[config.mk]
export PLATFORM = sky130hd
export DESIGN_NAME = popcount_enum
export DESIGN_NICKNAME = d
export VERILOG_FILES = /design/src/rtl/popcount_enum.sv
export SDC_FILE = /design/constraint.sdc
export NUM_CORES = 1
export LEC_CHECK = 0
export BUFFER_PORTS_ARGS = -buffer_cell sky130_fd_sc_hd__clkbuf_2
export CAP_MARGIN = 40
export CELL_PAD_IN_SITES_DETAIL_PLACEMENT = 1
export CELL_PAD_IN_SITES_GLOBAL_PLACEMENT = 2
export CORE_MARGIN = 2
export CORE_UTILIZATION = 30
export CTS_CLUSTER_DIAMETER = 80
export DETAILED_ROUTE_END_ITERATION = 7
export PLACE_DENSITY_LB_ADDON = 0.2
export SETUP_SLACK_MARGIN = 0.4
export SLEW_MARGIN = 30
export SYNTH_ARGS = -nofsm -noshare
export SYNTH_HDL_FRONTEND = slang
export SYNTH_SLANG_ARGS = --single-unit
[constraint.sdc]
create_clock -name clk -period 2.2 [get_ports clk]
set_clock_uncertainty 0.05 [all_clocks]
set_input_delay 0.11 -clock clk [delete_from_list [all_inputs] [get_ports clk]]
set_output_delay 0.11 -clock clk [all_outputs]
set_load 0.05 [all_outputs]
[src/rtl/popcount_enum.sv]
// Enumerates all WIDTH-bit words with popcount k in increasing order.
// Successor per word uses Gosper's rule with the divide done as a shift.
module popcount_enum #(
  parameter int WIDTH = 8,
  parameter int KW    = $clog2(WIDTH+1)
) (
  input  logic             clk,
  input  logic             rst_n,
  input  logic             start,
  input  logic [KW-1:0]    k,
  output logic             busy,
  output logic             out_valid,
  input  logic             out_ready,
  output logic [WIDTH-1:0] out_data,
  output logic             out_last,
  output logic             err
);

  localparam int TZW = (WIDTH > 1) ? $clog2(WIDTH) : 1;
  localparam logic [KW:0] WMAX = (KW+1)'(WIDTH);
  localparam logic [WIDTH-1:0] ALL1 = '1;

  typedef enum logic {IDLE, EMIT} state_t;

  state_t           state, state_nxt;
  logic [WIDTH-1:0] data_q, data_nxt;
  logic [WIDTH-1:0] top_q, top_nxt;
  logic [WIDTH-1:0] succ;
  logic             err_q, err_nxt;
  logic             bad, last;
  logic [WIDTH:0]   v1, c, r, x;
  logic [TZW-1:0]   tz;

  assign bad  = ({1'b0, k} > WMAX);
  assign last = (data_q == top_q);

  // Extra MSB keeps r = v + c from wrapping.
  assign v1 = {1'b0, data_q};
  assign c  = v1 & (~v1 + 1'b1);
  assign r  = v1 + c;
  assign x  = (v1 ^ r) >> 2;

  always_comb begin
    tz = '0;
    for (int i = WIDTH - 1; i >= 0; i--) begin
      if (c[i]) tz = TZW'(i);
    end
  end

  assign succ = WIDTH'(r | (x >> tz));

  always_comb begin
    state_nxt = state;
    data_nxt  = data_q;
    top_nxt   = top_q;
    err_nxt   = 1'b0;
    unique case (state)
      IDLE: begin
        if (start) begin
          if (bad) begin
            err_nxt = 1'b1;
          end else begin
            state_nxt = EMIT;
            data_nxt  = ~(ALL1 << k);
            top_nxt   = ~(ALL1 >> k);
          end
        end
      end
      EMIT: begin
        if (out_ready) begin
          if (last) state_nxt = IDLE;
          else      data_nxt  = succ;
        end
      end
    endcase
  end

  always_ff @(posedge clk or negedge rst_n) begin
    if (!rst_n) begin
      state  <= IDLE;
      data_q <= '0;
      top_q  <= '0;
      err_q  <= 1'b0;
    end else begin
      state  <= state_nxt;
      data_q <= data_nxt;
      top_q  <= top_nxt;
      err_q  <= err_nxt;
    end
  end

  assign busy      = (state == EMIT);
  assign out_valid = busy;
  assign out_last  = busy && last;
  assign out_data  = data_q;
  assign err       = err_q;

endmodule

==> metrics, run 1 <==
Final min period=2.33 ns; Top FF cell, synth=dfrtp_1; WL per Instance=20.1 microns; Final WS setup=-0.134 ns; Critical Path Sink Type=flop; final worst-path cycle share=106%; die area=5590 sq um; Congestion Overflow GR=0; final net count=254; clk_lat worst skew=0.26 ns; # IOs=20; CP Max Fanout=5; most common cell after layout, fill and taps aside=buf_4; yosys warns=0; Slew @ Worst Pin=0.511 ns; multi-input combinational cell area=1170 sq um; final hold violation count=0; global-route wire length before repair=9590 microns; Die Wd=74.7 microns; TNS Setup=-0.618 ns; Reg clk slew, reported paths=0.08 ns; largest net degree at the start of global routing=19; Worst EP required=2.29 ns; Yosys top cell by area=dfrtp_1; H-tree depth=1; vias=1758; RSZ-0062 raised after global routing=yes; post-synthesis sequential area ratio=30.0%; max cap viols=0; crit path kind=flop to flop; pwr/cell area=1710 nW/um^2; most frequent cells in the layout=41 x buf_4, 23 x nor2_1, 18 x clkbuf_2, 14 x o21ai_0, 14 x nand2_1; filler instances=582; # DRC=0; Post-Place Cell Area=1880 sq um; via density per instance=5.63; Post-Synthesis Cells=190; critical path launch point type=flop; Final Util=47.5%; Max-slew headroom=65.6%; outcome=finished, violations left; setup violators final=6; Root Driver=clkbuf_8; P_leak=0.945 nW; dpl hpwl=4350 microns; Power Total=3.88 mW; GRT Util Overall=22.7%; ranking of synthesized cells by area=dfrtp_1 30%, nor2_1 6.0%, o21ai_0 5.0%; drt first pass iters=4; Starting Density=31.4%; post-synth top area share=30.0%; max-slew violation count=0; Num Clock Sinks=18; failing checks=setup timing; Cell variety after synth=51; area grow syn2layout=51.3%; Max clock buf depth=2; # port buffers=19; Detailed Route Iter0 Violations=71; Seq. cell area=459 sq um; FF+latch count, synth=18; share of flip-flops with an asynchronous set or reset=100%; Peak Freq=0.429 GHz; Core Area=4790 sq um; Max VDD drop=0.000497 V; Worst Hold Class=input port to flop; crit path DAT=2.42 ns; share of post-route cells with drive strength above 1=44.5%; final wirelength=6260 microns; antenna violations before repair=0; # diodes=0; row cnt=25; final instance area=2270 sq um; syn nets=198; ANT nets after route=0; Mapped Area=1500 sq um; syn_area_per_cell=7.90 sq um; vias in the first global route=1803; TritonCTS clock tree=built; die height=74.7 microns; Post-synth EDFFs=0; CTS buffer count=3; Final Wtd Congestion=1.01
kinds of logic after synthesis:
logic type	count (synthesis)	synth area share [%]
flops	18	30.0
buf+inv	21	6.17
mux	4	2.75
simple gates	73	24.9
xor+xnor	8	4.67
compound gates	66	31.5
stage by stage:
stage               worst slack (ns)  hold slack [ns]  std cells
floorplan                     -0.196           -0.236        190
detailed placement           -0.0848           0.0512        291
finish                        -0.134           0.0743        312
global route                  -0.219           0.0976        312
CTS                          -0.0108           0.0814        304
global placement             0.00226           0.0470        291
worst paths after layout:
kind / end / depth (start not counted) / startpoint / slack, ns
min in group asynchronous: out_data[3] / 2 / rst_n / 0.29
max in group asynchronous: out_data[0] / 2 / rst_n / 1.44
worst max register to register: out_data[5] / 7 / out_data[3] / -0.13
worst max-delay path: out_data[5] / 7 / out_data[3] / -0.13
worst min-delay path: top_q[7] / 2 / start / 0.07
worst min register to register: top_q[2] / 2 / top_q[2] / 0.45
Yosys cell counts (4+ instances only):
cell      count
a21oi_1       7
a31oi_1       4
clkbuf_1     11
dfrtp_1      18
inv_1         4
nand2_1      14
nand3_1       6
nor2_1       24
nor3_1        7
nor4_1        4
o21ai_0      15
o31ai_1       7
xor2_1        8
cell type report:
type	count	area share [%]
clock buffers	4	2.42
multi-input cells	151	51.4
flip-flops and latches	18	20.2
well taps	67	3.69
repair buffers	66	21.3
inverters	6	1.05
where the power goes:
part	switching [mW]	internal (mW)	total (mW)
Clock	0.127	0.159	0.286
Combinational	1.69	1.22	2.91
Sequential	0.200	0.479	0.680
registers in the layout (all words and copies together) (netlist names):
| signal | cells |
|---|---|
| out_data | 8 |
| busy | 1 |
| top_q | 8 |
| err | 1 |
routing by layer:
| layer | vias up | share of wire (%) | global-route usage, % | wire length [microns] |
|---|---|---|---|---|
| met3 | 4 | 3.2 | 2.41 | 200 |
| met2 | 41 | 52 | 40.2 | 3260 |
| met5 | - | 0 | 0 | 0 |
| met4 | 0 | 0.82 | 4.37 | 51 |
| met1 | 895 | 44 | 30.0 | 2740 |
| li1 | 818 | - | - | - |
what timing repair did:
item / CTS / global route
pin swaps: 8 / 4
endpoints found under the setup margin: 9 / 11
hold endpoints to repair: 18 / 0
setup buffers: 8 / 8
hold buffers: 1 / 0
gates resized for setup: 25 / 15
worst max-delay path: stages (launching register included):
cell and delay, ns:
dfrtp_2 0.43, or4_4 0.58, nor4b_4 0.32, nor2_4 0.11, buf_4 0.18, o2bb2ai_4 0.15
a2111oi_4 0.30, a211oi_1 0.08
Note: power is estimated with default switching activity, not from simulation.
==> inputs of run 2 (changes only) <==
==> constraint.sdc (replaced) <==
create_clock -name clk -period 2.2 [get_ports clk]
set_clock_uncertainty 0.05 [all_clocks]
set_input_delay 0.22 -clock clk [delete_from_list [all_inputs] [get_ports clk]]
set_output_delay 0.22 -clock clk [all_outputs]
set_load 0.05 [all_outputs]
==> metrics, run 2 (synthesized netlist as in run 1, its figures left out) <==
outcome=finished, violations left; failing checks=setup timing; RSZ-0062 raised after global routing=yes; Cell Int Power=1.64 mW; clock network power share=6.7%; H-tree depth=1; TNS Setup=-0.0924 ns; CP max stage delay=0.56 ns; final net count=244; Worst R2R Path Depth=6; # diodes=0; # DRC=0; Root Driver=clkbuf_8; final hold violation count=0; Worst Hold Class=input port to flop; vias=1694; Final Wtd Congestion=1.00; final cell count without fillers=302; most frequent cells in the layout=35 x buf_4, 23 x nor2_1, 18 x clkbuf_2, 15 x o21ai_0, 14 x nand2_1; final wirelength=5970 microns; Die Wd=74.7 microns; WHS=0.216 ns; Switch Pwr=1.89 mW; Setup WS pre-CTS=-0.0301 ns; antenna violations before repair=0; largest net degree at the start of global routing=19; Max VDD drop=0.000632 V; die area=5590 sq um; final worst-path cycle share=104%; area grow syn2layout=43.8%; CTS buffer count=3; TritonCTS clock tree=built; Worst EP required=2.27 ns; # port buffers=19; CP Cell Sequence=or4_4 > nor4b_4 > nor2_4 > mux2i_4 > a2111oi_4 > a221oi_2; Max clock buf depth=2; pwr/cell area=1630 nW/um^2; CP max-delay cell=or4_4; Placed Cells=294; Reg clk slew, reported paths=0.06 ns; dpl hpwl=4580 microns; share of post-route cells with drive strength above 1=39.6%; switch share=53.4%; Hold Crit Depth=2; max-slew violation count=0; # IOs=20; Slew @ Worst Pin=0.549 ns; row cnt=25; P_leak=0.889 nW; Detailed Route Iter0 Violations=81; crit path kind=flop to flop; Core Area=4790 sq um; GRT Util Overall=23.2%; Peak Freq=0.439 GHz; Congestion Overflow GR=0; via density per instance=5.61; WL per Instance=19.8 microns; Critical Path Sink Type=flop; max cap viols=0; CP Max Fanout=5; Comb pwr share=74.9%; most common cell after layout, fill and taps aside=buf_4; Final WS setup=-0.0785 ns; ANT nets after route=0; die height=74.7 microns; Max-slew headroom=63.0%; Final min period=2.28 ns; vias in the first global route=1776; crit path DAT=2.35 ns; Num Clock Sinks=18; Starting Density=31.4%; setup violators final=2; global-route wire length before repair=9630 microns; drt first pass iters=4; clk_lat worst skew=0.25 ns; Sequential Power Share=18.4%; critical path launch point type=flop
[run 2: changes by cell type in the layout (fill, tap and decap cells not counted), moves of 2 or more]
cell      delta
buf_6        -3
a21oi_1      +2
a211oi_1     -2
nor3_1       -2
a211oi_2     +2
buf_4        -6
a21oi_2      -2
[run 2: path summary, 6_finish.rpt]
check	startpoint	end	slack, ns
setup / recovery	out_data[2]	out_data[3]	-0.08
hold / removal	start	top_q[7]	0.22
setup reg to reg	out_data[2]	out_data[3]	-0.08
hold reg to reg	top_q[5]	top_q[5]	0.46
max in group asynchronous	rst_n	out_data[6]	1.34
min in group asynchronous	rst_n	top_q[2]	0.40
[run 2: what timing repair did]
| action | in CTS | in global routing |
|---|---|---|
| hold endpoints to repair | 18 | 0 |
| pin swaps | 10 | 6 |
| resized for setup | 18 | 11 |
| setup endpoints to repair | 9 | 10 |
| setup buffers | 2 | 1 |
| hold buffers | 1 | 0 |
[run 2: area by class of cell]
| cell class | instances | area (sq um) |
|---|---|---|
| Clock buffer | 4 | 45.0 |
| Fill cell | 587 | 2630 |
| Inverter | 6 | 23.8 |
| Multi-Input combinational cell | 151 | 1150 |
| Sequential cell | 18 | 460 |
| Tap cell | 67 | 83.8 |
| Timing Repair Buffer | 56 | 399 |
[run 2: stage by stage]
stage	instance area [sq um]	utilization (%)	power [mW]
global route	2160	45.1	3.77
floorplan	1550	-	2.10
finish	2160	45.1	3.53
global placement	1900	39.8	2.85
detailed placement	1900	39.8	2.91
CTS	2090	43.7	3.35
[run 2: layer usage]
layer / global-route usage, % / up-vias / routed length [microns]
met4: 3.57 / 0 / 91
met5: 0 / - / 0
met2: 40.0 / 37 / 2940
li1: - / 797 / -
met1: 31.3 / 849 / 2760
met3: 3.61 / 11 / 182
[run 2: worst max-delay path: cells and delay by family, from the launching register on]
| family | cells | cell delay, ns |
|---|---|---|
| mux | 1 | 0.22 |
| compound gates | 2 | 0.46 |
| flops | 1 | 0.40 |
| simple gates | 3 | 1.01 |
[run 2: power groups by stage]
stage          clock [mW]  sequential, mW  combinational (mW)
5_1_grt             0.257           0.674                2.83
3_5_place_dp            0           0.653                2.25
6_report            0.237           0.651                2.64
3_3_place_gp            0           0.645                2.21
2_1_floorplan           0           0.865                1.24
4_1_cts             0.247           0.651                2.45
